===== src/rtl/dmem_lsu_pkg.sv =====
// Shared definitions for the load/store unit and the core decoder.
// Holds FUNCT3 encodings, FAULT codes, the LSU state encoding, the latched
// request payload and the request legality check.
package dmem_lsu_pkg;

  localparam int unsigned XLEN = 32;

  // RV32I load/store FUNCT3 encodings
  localparam logic [2:0] F3_LB  = 3'b000;
  localparam logic [2:0] F3_LH  = 3'b001;
  localparam logic [2:0] F3_LW  = 3'b010;
  localparam logic [2:0] F3_LBU = 3'b100;
  localparam logic [2:0] F3_LHU = 3'b101;
  localparam logic [2:0] F3_SB  = 3'b000;
  localparam logic [2:0] F3_SH  = 3'b001;
  localparam logic [2:0] F3_SW  = 3'b010;

  typedef enum logic [1:0] {
    FAULT_OK       = 2'b00,
    FAULT_MISALIGN = 2'b01,
    FAULT_RANGE    = 2'b10,
    FAULT_ILLEGAL  = 2'b11
  } fault_e;

  typedef enum logic [1:0] {
    ST_IDLE = 2'b00,
    ST_RD   = 2'b01,
    ST_WR   = 2'b10,
    ST_DONE = 2'b11
  } state_e;

  // Request fields still needed after the accept edge
  typedef struct packed {
    logic        we;
    logic [2:0]  funct3;
    logic [1:0]  offset;
    logic [15:0] wdata_lo;
  } req_t;

  // Legality check, in priority order: illegal FUNCT3, misaligned, out of range
  function automatic fault_e check_req(input logic we, input logic [2:0] funct3,
                                       input logic [XLEN-1:0] addr,
                                       input logic [XLEN-1:0] last_word);
    fault_e f;
    f = FAULT_OK;
    if ((we && funct3[2]) || funct3 == 3'b011 || funct3[2:1] == 2'b11)
      f = FAULT_ILLEGAL;
    else if ((funct3[1:0] == 2'b01 && addr[0]) ||
             (funct3[1:0] == 2'b10 && addr[1:0] != 2'b00))
      f = FAULT_MISALIGN;
    else if (addr > last_word)
      f = FAULT_RANGE;
    return f;
  endfunction

endpackage


===== src/rtl/dmem_lsu_fmt.sv =====
// Combinational sub-word formatter.
// Ports: word (memory word), offset (byte offset), funct3 (access type),
//        wdata (low half of store data) -> load_data (extended load result),
//        store_word (word with the stored byte/half merged in).
module dmem_lsu_fmt
  import dmem_lsu_pkg::*;
(
  input  logic [XLEN-1:0] word,
  input  logic [1:0]      offset,
  input  logic [2:0]      funct3,
  input  logic [15:0]     wdata,
  output logic [XLEN-1:0] load_data,
  output logic [XLEN-1:0] store_word
);

  logic [7:0]  byte_sel;
  logic [15:0] half_sel;

  // Load extract: select by offset, then sign- or zero-extend
  always_comb begin
    byte_sel  = word[{offset, 3'b000} +: 8];
    half_sel  = offset[1] ? word[31:16] : word[15:0];
    load_data = '0;
    case (funct3)
      F3_LB:   load_data = {{24{byte_sel[7]}}, byte_sel};
      F3_LH:   load_data = {{16{half_sel[15]}}, half_sel};
      F3_LW:   load_data = word;
      F3_LBU:  load_data = {24'h0, byte_sel};
      F3_LHU:  load_data = {16'h0, half_sel};
      default: load_data = '0;
    endcase
  end

  // Store merge: funct3[0] distinguishes SH from SB
  always_comb begin
    store_word = word;
    if (funct3[0])
      store_word[{offset[1], 4'b0000} +: 16] = wdata;
    else
      store_word[{offset, 3'b000} +: 8] = wdata[7:0];
  end

endmodule


===== src/rtl/dmem_lsu.sv =====
// RV32I load/store unit in front of a word-organised data memory.
// Ports: CLK/RST (sync active-high), REQ/WE/FUNCT3/ADDR/WDATA request,
//        BUSY/DONE/RDATA/FAULT status, MEM_ADDR/MEM_RW/MEM_WD/MEM_RD memory port.
// Sub-word stores are read-modify-write. All outputs are registered; DONE is
// raised on the edge that leaves the DONE state.
module dmem_lsu
  import dmem_lsu_pkg::*;
#(
  parameter int unsigned MEM_BYTES = 1024
)
(
  input  logic            CLK,
  input  logic            RST,
  input  logic            REQ,
  input  logic            WE,
  input  logic [2:0]      FUNCT3,
  input  logic [XLEN-1:0] ADDR,
  input  logic [XLEN-1:0] WDATA,
  output logic            BUSY,
  output logic            DONE,
  output logic [XLEN-1:0] RDATA,
  output logic [1:0]      FAULT,
  output logic [XLEN-1:0] MEM_ADDR,
  output logic            MEM_RW,
  output logic [XLEN-1:0] MEM_WD,
  input  logic [XLEN-1:0] MEM_RD
);

  localparam logic [XLEN-1:0] LAST_WORD = XLEN'(MEM_BYTES - 4);

  state_e          state_q, state_d;
  req_t            req_q, req_d;
  logic            done_d, mem_rw_d;
  logic [XLEN-1:0] rdata_d, mem_addr_d, mem_wd_d;
  logic [1:0]      fault_d;
  fault_e          chk;
  logic [XLEN-1:0] fmt_load, fmt_store;

  dmem_lsu_fmt u_fmt (
    .word       (MEM_RD),
    .offset     (req_q.offset),
    .funct3     (req_q.funct3),
    .wdata      (req_q.wdata_lo),
    .load_data  (fmt_load),
    .store_word (fmt_store)
  );

  // Next state and next values of every registered output
  always_comb begin
    state_d    = state_q;
    req_d      = req_q;
    rdata_d    = RDATA;
    fault_d    = FAULT;
    mem_addr_d = MEM_ADDR;
    mem_rw_d   = 1'b0;
    mem_wd_d   = '0;
    done_d     = 1'b0;
    chk        = check_req(WE, FUNCT3, ADDR, LAST_WORD);
    case (state_q)
      ST_IDLE: begin
        if (REQ) begin
          req_d      = '{we: WE, funct3: FUNCT3, offset: ADDR[1:0], wdata_lo: WDATA[15:0]};
          mem_addr_d = {ADDR[XLEN-1:2], 2'b00};
          rdata_d    = '0;
          fault_d    = chk;
          if (chk != FAULT_OK) begin
            state_d = ST_DONE;
          end else if (WE && FUNCT3 == F3_SW) begin
            // Full-word store needs no read
            state_d  = ST_WR;
            mem_rw_d = 1'b1;
            mem_wd_d = WDATA;
          end else begin
            state_d = ST_RD;
          end
        end
      end
      ST_RD: begin
        if (req_q.we) begin
          state_d  = ST_WR;
          mem_rw_d = 1'b1;
          mem_wd_d = fmt_store;
        end else begin
          state_d = ST_DONE;
          rdata_d = fmt_load;
        end
      end
      ST_WR: begin
        state_d = ST_DONE;
      end
      ST_DONE: begin
        state_d = ST_IDLE;
        done_d  = 1'b1;
      end
      default: state_d = ST_IDLE;
    endcase
  end

  // State and output registers; reset wins over any pending write
  always_ff @(posedge CLK) begin
    if (RST) begin
      state_q  <= ST_IDLE;
      req_q    <= '0;
      BUSY     <= 1'b0;
      DONE     <= 1'b0;
      RDATA    <= '0;
      FAULT    <= 2'b00;
      MEM_ADDR <= '0;
      MEM_RW   <= 1'b0;
      MEM_WD   <= '0;
    end else begin
      state_q  <= state_d;
      req_q    <= req_d;
      BUSY     <= (state_d != ST_IDLE);
      DONE     <= done_d;
      RDATA    <= rdata_d;
      FAULT    <= fault_d;
      MEM_ADDR <= mem_addr_d;
      MEM_RW   <= mem_rw_d;
      MEM_WD   <= mem_wd_d;
    end
  end

endmodule


===== config.mk =====
export PLATFORM = sky130hd
export DESIGN_NAME = dmem_lsu
export DESIGN_NICKNAME = d
export VERILOG_FILES = /design/src/rtl/dmem_lsu_pkg.sv /design/src/rtl/dmem_lsu_fmt.sv /design/src/rtl/dmem_lsu.sv
export SDC_FILE = /design/constraint.sdc
export NUM_CORES = 1
export LEC_CHECK = 0
export ABC_AREA = 1
export CORE_UTILIZATION = 47
export CTS_CLUSTER_SIZE = 8
export DETAILED_ROUTE_END_ITERATION = 6
export GPL_TIMING_DRIVEN = 0
export PLACE_DENSITY = 0.91
export SYNTH_ARGS = -nofsm -noshare
export SYNTH_HDL_FRONTEND = slang
export SYNTH_SLANG_ARGS = --single-unit

===== constraint.sdc =====
create_clock -name CLK -period 2.2 [get_ports CLK]
set_input_delay 0.33 -clock CLK [delete_from_list [all_inputs] [get_ports CLK]]
set_output_delay 0.33 -clock CLK [all_outputs]
set_load 0.05 [all_outputs]

==> results of run 1 <==
## power by group through the flow
stage	clock (mW)	combinational [mW]	sequential, mW
global route	2.98	3.33	2.63
CTS	2.85	3.04	2.61
detailed placement	0	2.99	2.65
global placement	0	2.95	2.64
finish	2.86	3.13	2.61
floorplan	0	1.38	3.21
## cell usage in the layout (no fill, tap or decap), drive strengths merged, types with 5 or more instances in the layout
master / count
clkdlybuf4s50: 201
o22ai: 17
o21a: 5
clkinv: 6
inv: 74
dfxtp: 123
buf: 36
o221ai: 30
nand2: 158
o211ai: 30
nor2: 109
o21ai: 89
clkbuf: 62
ha: 9
nand4: 40
nand3: 26
a21oi: 114
## routing by layer
layer  wire length [µm]  vias to the layer above  part of all wire, %  track usage [%]
met3               2200                       66                  9.3             7.87
met5                  0                        -                    0                0
li1                   -                     3575                    -                -
met4                762                        0                  3.2             14.2
met1               9920                     3348                   42             43.3
met2              10800                      423                   46             53.1
## worst max-delay path by stage
stage | cells after the start | slack, ns | from | endpoint
6_report | 10 | 0.07 | req_q[16] | MEM_WD[14]
5_1_grt | 10 | -0.01 | req_q[16] | MEM_WD[30]
4_1_cts | 10 | 0.01 | req_q[16] | MEM_WD[13]
3_5_place_dp | 9 | -0.58 | req_q[17] | MEM_WD[7]
3_3_place_gp | 9 | -0.52 | req_q[17] | MEM_WD[7]
2_1_floorplan | 9 | 0.19 | req_q[17] | MEM_WD[0]
## layout make-up
class | instances | area [µm²] | area share, %
multi-input cells | 638 | 3260 | 35.2
flip-flops and latches | 123 | 2460 | 26.6
repair buffers | 206 | 2050 | 22.1
clock buffers | 24 | 482 | 5.20
plain buffers | 69 | 372 | 4.01
inverters | 77 | 297 | 3.20
well taps | 176 | 220 | 2.38
clock inverters | 8 | 115 | 1.24
repair inverters | 1 | 5.00 | 0.0540
## through the flow
step / setup slack [ns] / setup TNS (ns) / power [mW]
2_1_floorplan: 0.189 / 0 / 4.60
3_3_place_gp: -0.521 / -11.02 / 5.59
3_5_place_dp: -0.581 / -12.23 / 5.64
4_1_cts: 0.00990 / 0 / 8.50
5_1_grt: -0.00970 / -0.0180 / 8.95
6_report: 0.0674 / 0 / 8.60
## cells by family (layout without fill, tap and decap cells)
| kind of cell | count (synthesis) | count (layout) | share of synthesized area [%] |
|---|---|---|---|
| and+or+nand+nor | 340 | 340 | 22.9 |
| buffers and inverters | 150 | 385 | 10.4 |
| DFF | 123 | 123 | 38.7 |
| AOI/OAI and AO/OA | 287 | 287 | 26.1 |
| other | 1 | 2 | 0.0590 |
| adders and majority gates | 9 | 9 | 1.77 |
## registers in the layout, indices dropped and copies added (netlist names)
name and flops:
BUSY 1, DONE 1, FAULT 2, MEM_ADDR 30, MEM_RW 1, MEM_WD 32, RDATA 32, req_q 22
state_q 2
## timing repair
item / in CTS / in global routing
endpoints found under the setup margin: 32 / 40
setup buffers: 1 / 4
pin swaps: 0 / 1
gates cloned: 1 / 0
endpoints found under the hold margin: 0 / 0
gates resized for setup: 9 / 12
## critical path: cells and delay by family (launching register included)
family / cells / cell delay, ns
buffers and inverters: 5 / 0.84
DFF: 1 / 0.40
AOI/OAI and AO/OA: 2 / 0.36
and+or+nand+nor: 2 / 0.26
adders and majority gates: 1 / 0.20
==> impl_metrics.json, run 1 <==
{
  "outcome": "complete, but fails checks",
  "violations": "DRC",
  "final_util_pct": 70.2,
  "yosys_warnings": 0,
  "hold_class": "flop to flop",
  "ys_ff_latch": 123,
  "seq_power_share_pct": 30.4,
  "syn_inst": 910,
  "worstPathArrival_ns": 2.49,
  "tightest_slew_ns": 0.757,
  "drt-wirelength-per-cell_um": 17.9,
  "end_kind": "flop",
  "cts_sinks": 123,
  "clockBufferDepth": 2,
  "wirelength_um": 23700,
  "ios": 204,
  "power_frac_comb_pct": 36.4,
  "routabilityCongestion": 1.02,
  "start_util_pct": 48.2,
  "critPathKind": "flop to flop",
  "route.detailed.drc": 2,
  "p_leak_nw": 3.42,
  "synthArstFlopShare_pct": 0,
  "cpMostUsedCell": "nand3_1",
  "grt-ovfl-total": 0,
  "worstHoldPathCells": 2,
  "cp_slowest_cell": "dfxtp_2",
  "peakVddDrop_uv": 581,
  "holdPathEnd": "RDATA[23]",
  "fp.dieW_um": 118,
  "reg2reg_depth": 10,
  "htreeDepth": 4,
  "regToRegStartpoint": "req_q[16]",
  "path_max_fanout": 10,
  "synth_commonest_cells": "nand2_1, dfxtp_1, a21oi_1",
  "die_area_um2": 14000,
  "dp_hpwl_um": 17900,
  "yosys.area.top_type": "dfxtp_1",
  "ys_seq_area_share_pct": 38.7,
  "area_growth_syn_to_layout_pct": 45.7,
  "synth-edff-count": 0,
  "layout-drive-gt1-share_pct": 7.50,
  "coreArea_um2": 13200,
  "synth_flop_cell": "dfxtp_1",
  "rr_endpoint": "MEM_WD[14]",
  "n_fill_cell": 1080,
  "fin_area_um2": 9260,
  "viasPerCell": 5.61,
  "synth.area.top_cells": "dfxtp_1, nand2_1, a21oi_1, o21ai_0, nor2_1",
  "dieHeight_um": 118,
  "start_kind": "flop",
  "cts_tree": "done",
  "dpl-instance-area_um2": 8590,
  "cpPeakStageDelay_ns": 0.40,
  "swShare_pct": 37.5,
  "vias": 7412,
  "synth.distinct_cells": 32,
  "switching_power_mw": 3.22,
  "io_buffers": 201,
  "cts-buffers-inserted": 17,
  "p_clk_share_pct": 33.2,
  "hold_ws_ns": 0.464,
  "grt.total_usage_pct": 33.4,
  "synth_most_common_cell": "nand2_1",
  "cts_root_buffer": "clkbuf_16",
  "holdBufCountCts": 0,
  "fin_nets": 1245,
  "intPower_mw": 5.37,
  "first_global_vias": 6878,
  "antenna_found_initial": 0,
  "max-slew-margin-rel_pct": 49.6,
  "syn-cell-area_um2": 6350,
  "avgSynthCellArea_um2": 6.98,
  "drtAntennaViolNets": 0,
  "worstPathRequired_ns": 2.56,
  "cap_violations": 0,
  "hold_violations": 0,
  "dr.pass1.iters": 7,
  "clock_latency_ns": 0.43,
  "setup_viol": 0,
  "grt_max_degree": 17,
  "synth_top_area_share_pct": 38.7,
  "clkSlewWorstSetupHoldPaths_ns": 0.05,
  "grt_pass1_wl_um": 36200,
  "fin_crit_sh_pct": 96.9,
  "layout_min_cycle_time_ns": 2.13,
  "fin_skew_ns": 0.00790,
  "rows": 42,
  "dpl.cell_count": 1288,
  "drtIter0Drc": 836,
  "achievable-frequency_mhz": 469,
  "path_cells": "buf_6 -> clkinvlp_4 -> ha_1 -> buf_2 -> inv_2 -> buf_4 -> nand3_1 -> o221ai_1 -> nand3_1 -> a21oi_1",
  "min-delay-start": "RDATA[23]",
  "r2r_slack_ns": 0.07,
  "finalMaxSlewViolations": 0,
  "stdcell_count": 1322,
  "n_antenna_cell": 0,
  "p_per_area_nw_per_um2": 928
}
No activity file was read; power rests on OpenSTA's default activity.
==> run 2: changes to the inputs <==
--- a/config.mk
+++ b/config.mk
@@ -6,11 +6,11 @@
 export NUM_CORES = 1
 export LEC_CHECK = 0
 export ABC_AREA = 1
-export CORE_UTILIZATION = 47
+export CORE_UTILIZATION = 40
 export CTS_CLUSTER_SIZE = 8
 export DETAILED_ROUTE_END_ITERATION = 6
 export GPL_TIMING_DRIVEN = 0
-export PLACE_DENSITY = 0.91
+export PLACE_DENSITY = 0.81
 export SYNTH_ARGS = -nofsm -noshare
 export SYNTH_HDL_FRONTEND = slang
 export SYNTH_SLANG_ARGS = --single-unit
==> impl_metrics.json, run 2 (synthesis gave the netlist of run 1 again) <==
{
  "tightest_slew_ns": 0.758,
  "pre_cts_slack_ns": -0.507,
  "use_met2_pct": 45.1,
  "start_kind": "flop",
  "cts_sinks": 123,
  "wirelength_um": 23100,
  "antenna_found_initial": 0,
  "hold_violations": 0,
  "clock_latency_ns": 0.42,
  "holdBufCountCts": 0,
  "critPathKind": "flop to flop",
  "grt.total_usage_pct": 28.7,
  "rows": 45,
  "worstPathArrival_ns": 2.49,
  "cts_root_buffer": "clkbuf_16",
  "final_common_cell": "clkdlybuf4s50_1",
  "clkSlewWorstSetupHoldPaths_ns": 0.05,
  "routabilityCongestion": 1.03,
  "grt-ovfl-total": 0,
  "drt-wirelength-per-cell_um": 17.0,
  "drtIter0Drc": 685,
  "viasPerCell": 5.36,
  "end_kind": "flop",
  "n_antenna_cell": 0,
  "achievable-frequency_mhz": 467,
  "fin_nets": 1245,
  "io_buffers": 201,
  "cts_tree": "done",
  "route.detailed.drc": 0,
  "top_usage_layer": "met2",
  "path_max_fanout": 10,
  "layout-drive-gt1-share_pct": 7.51,
  "dieHeight_um": 128,
  "mostFrequentLayoutCells": "clkdlybuf4s50_1, nand2_1, dfxtp_1",
  "grtUsageMet3_pct": 6.09,
  "layout_min_cycle_time_ns": 2.14,
  "drtAntennaViolNets": 0,
  "grtUsageMet1_pct": 38.5,
  "htreeDepth": 4,
  "p_per_area_nw_per_um2": 914,
  "grt_pass1_wl_um": 36000,
  "dr.pass1.iters": 5,
  "peakVddDrop_uv": 579,
  "cap_violations": 0,
  "start_util_pct": 41.3,
  "die_area_um2": 16400,
  "hold_class": "flop to flop",
  "first_global_vias": 6822,
  "area_growth_syn_to_layout_pct": 46.2,
  "dp_hpwl_um": 17600,
  "p_leak_nw": 3.42,
  "outcome": "complete, no violations",
  "ios": 204,
  "fin_crit_sh_pct": 97.4,
  "cts-buffers-inserted": 17,
  "coreArea_um2": 15400,
  "setup_ws_ns": 0.0571,
  "setup_viol": 0,
  "fin_skew_ns": 0.00637,
  "clockBufferDepth": 2,
  "fp.dieW_um": 128,
  "finalMaxSlewViolations": 0,
  "max-slew-margin-rel_pct": 49.5,
  "worstPathRequired_ns": 2.55,
  "vias": 7265,
  "final_util_pct": 60.5,
  "reg_top3": "MEM_WD: 32 flops, RDATA: 32 flops, MEM_ADDR: 30 flops",
  "grt_max_degree": 17
}
[run 2: metrics by stage]
step	total power [mW]	TNS (ns)	cell area, µm²	cells	hold WS (ns)
floorplan	4.60	0	6360	911	0.444
global placement	5.59	-10.89	8630	1323	0.452
detailed placement	5.61	-10.73	8630	1323	0.458
CTS	8.44	0	9250	1356	0.466
global route	8.92	-0.0369	9290	1356	0.472
finish	8.50	0	9290	1356	0.467
[run 2: what timing repair did]
item | 4_1_cts | 5_1_grt
pin swaps | 0 | 1
gates cloned | 1 | 0
setup endpoints to repair | 32 | 48
endpoints found under the hold margin | 0 | 0
setup buffers | 2 | 3
resized for setup | 6 | 17
[run 2: layer usage]
layer  share of wire [%]  vias to the layer above
met2                  45                      340
met4                 2.3                        0
li1                    -                     3571
met5                   0                        -
met3                 8.5                       39
met1                  44                     3315
[run 2: worst paths after layout]
path / slack (ns) / end / depth (start not counted) / from
setup / recovery: 0.06 / MEM_WD[23] / 10 / req_q[16]
hold / removal: 0.47 / RDATA[10] / 2 / RDATA[10]
setup reg to reg: 0.06 / MEM_WD[23] / 10 / req_q[16]
hold reg to reg: 0.47 / RDATA[10] / 2 / RDATA[10]
[run 2: layout make-up]
class                           count  area (µm²)
Buffer                             69         377
Clock buffer                       23         468
Clock inverter                      8         118
Fill cell                        1433        6080
Inverter                           77         297
Multi-Input combinational cell    638        3250
Sequential cell                   123        2460
Tap cell                          211         264
Timing Repair Buffer              206        2050
Timing Repair inverter              1        5.00
[run 2: power breakdown]
part	internal (mW)	total (mW)	switching, mW
registers	2.46	2.61	0.150
clock network	1.82	2.81	0.981
logic	1.05	3.08	2.03
[run 2: worst max-delay path: stages (launching register included)]
cell and delay (ns):
dfxtp_2 0.39, buf_6 0.18, clkinvlp_4 0.15, ha_1 0.22, buf_2 0.17, inv_2 0.13, buf_4 0.19, nand2_1 0.07
o22ai_1 0.17, o221ai_1 0.19, a21oi_1 0.21
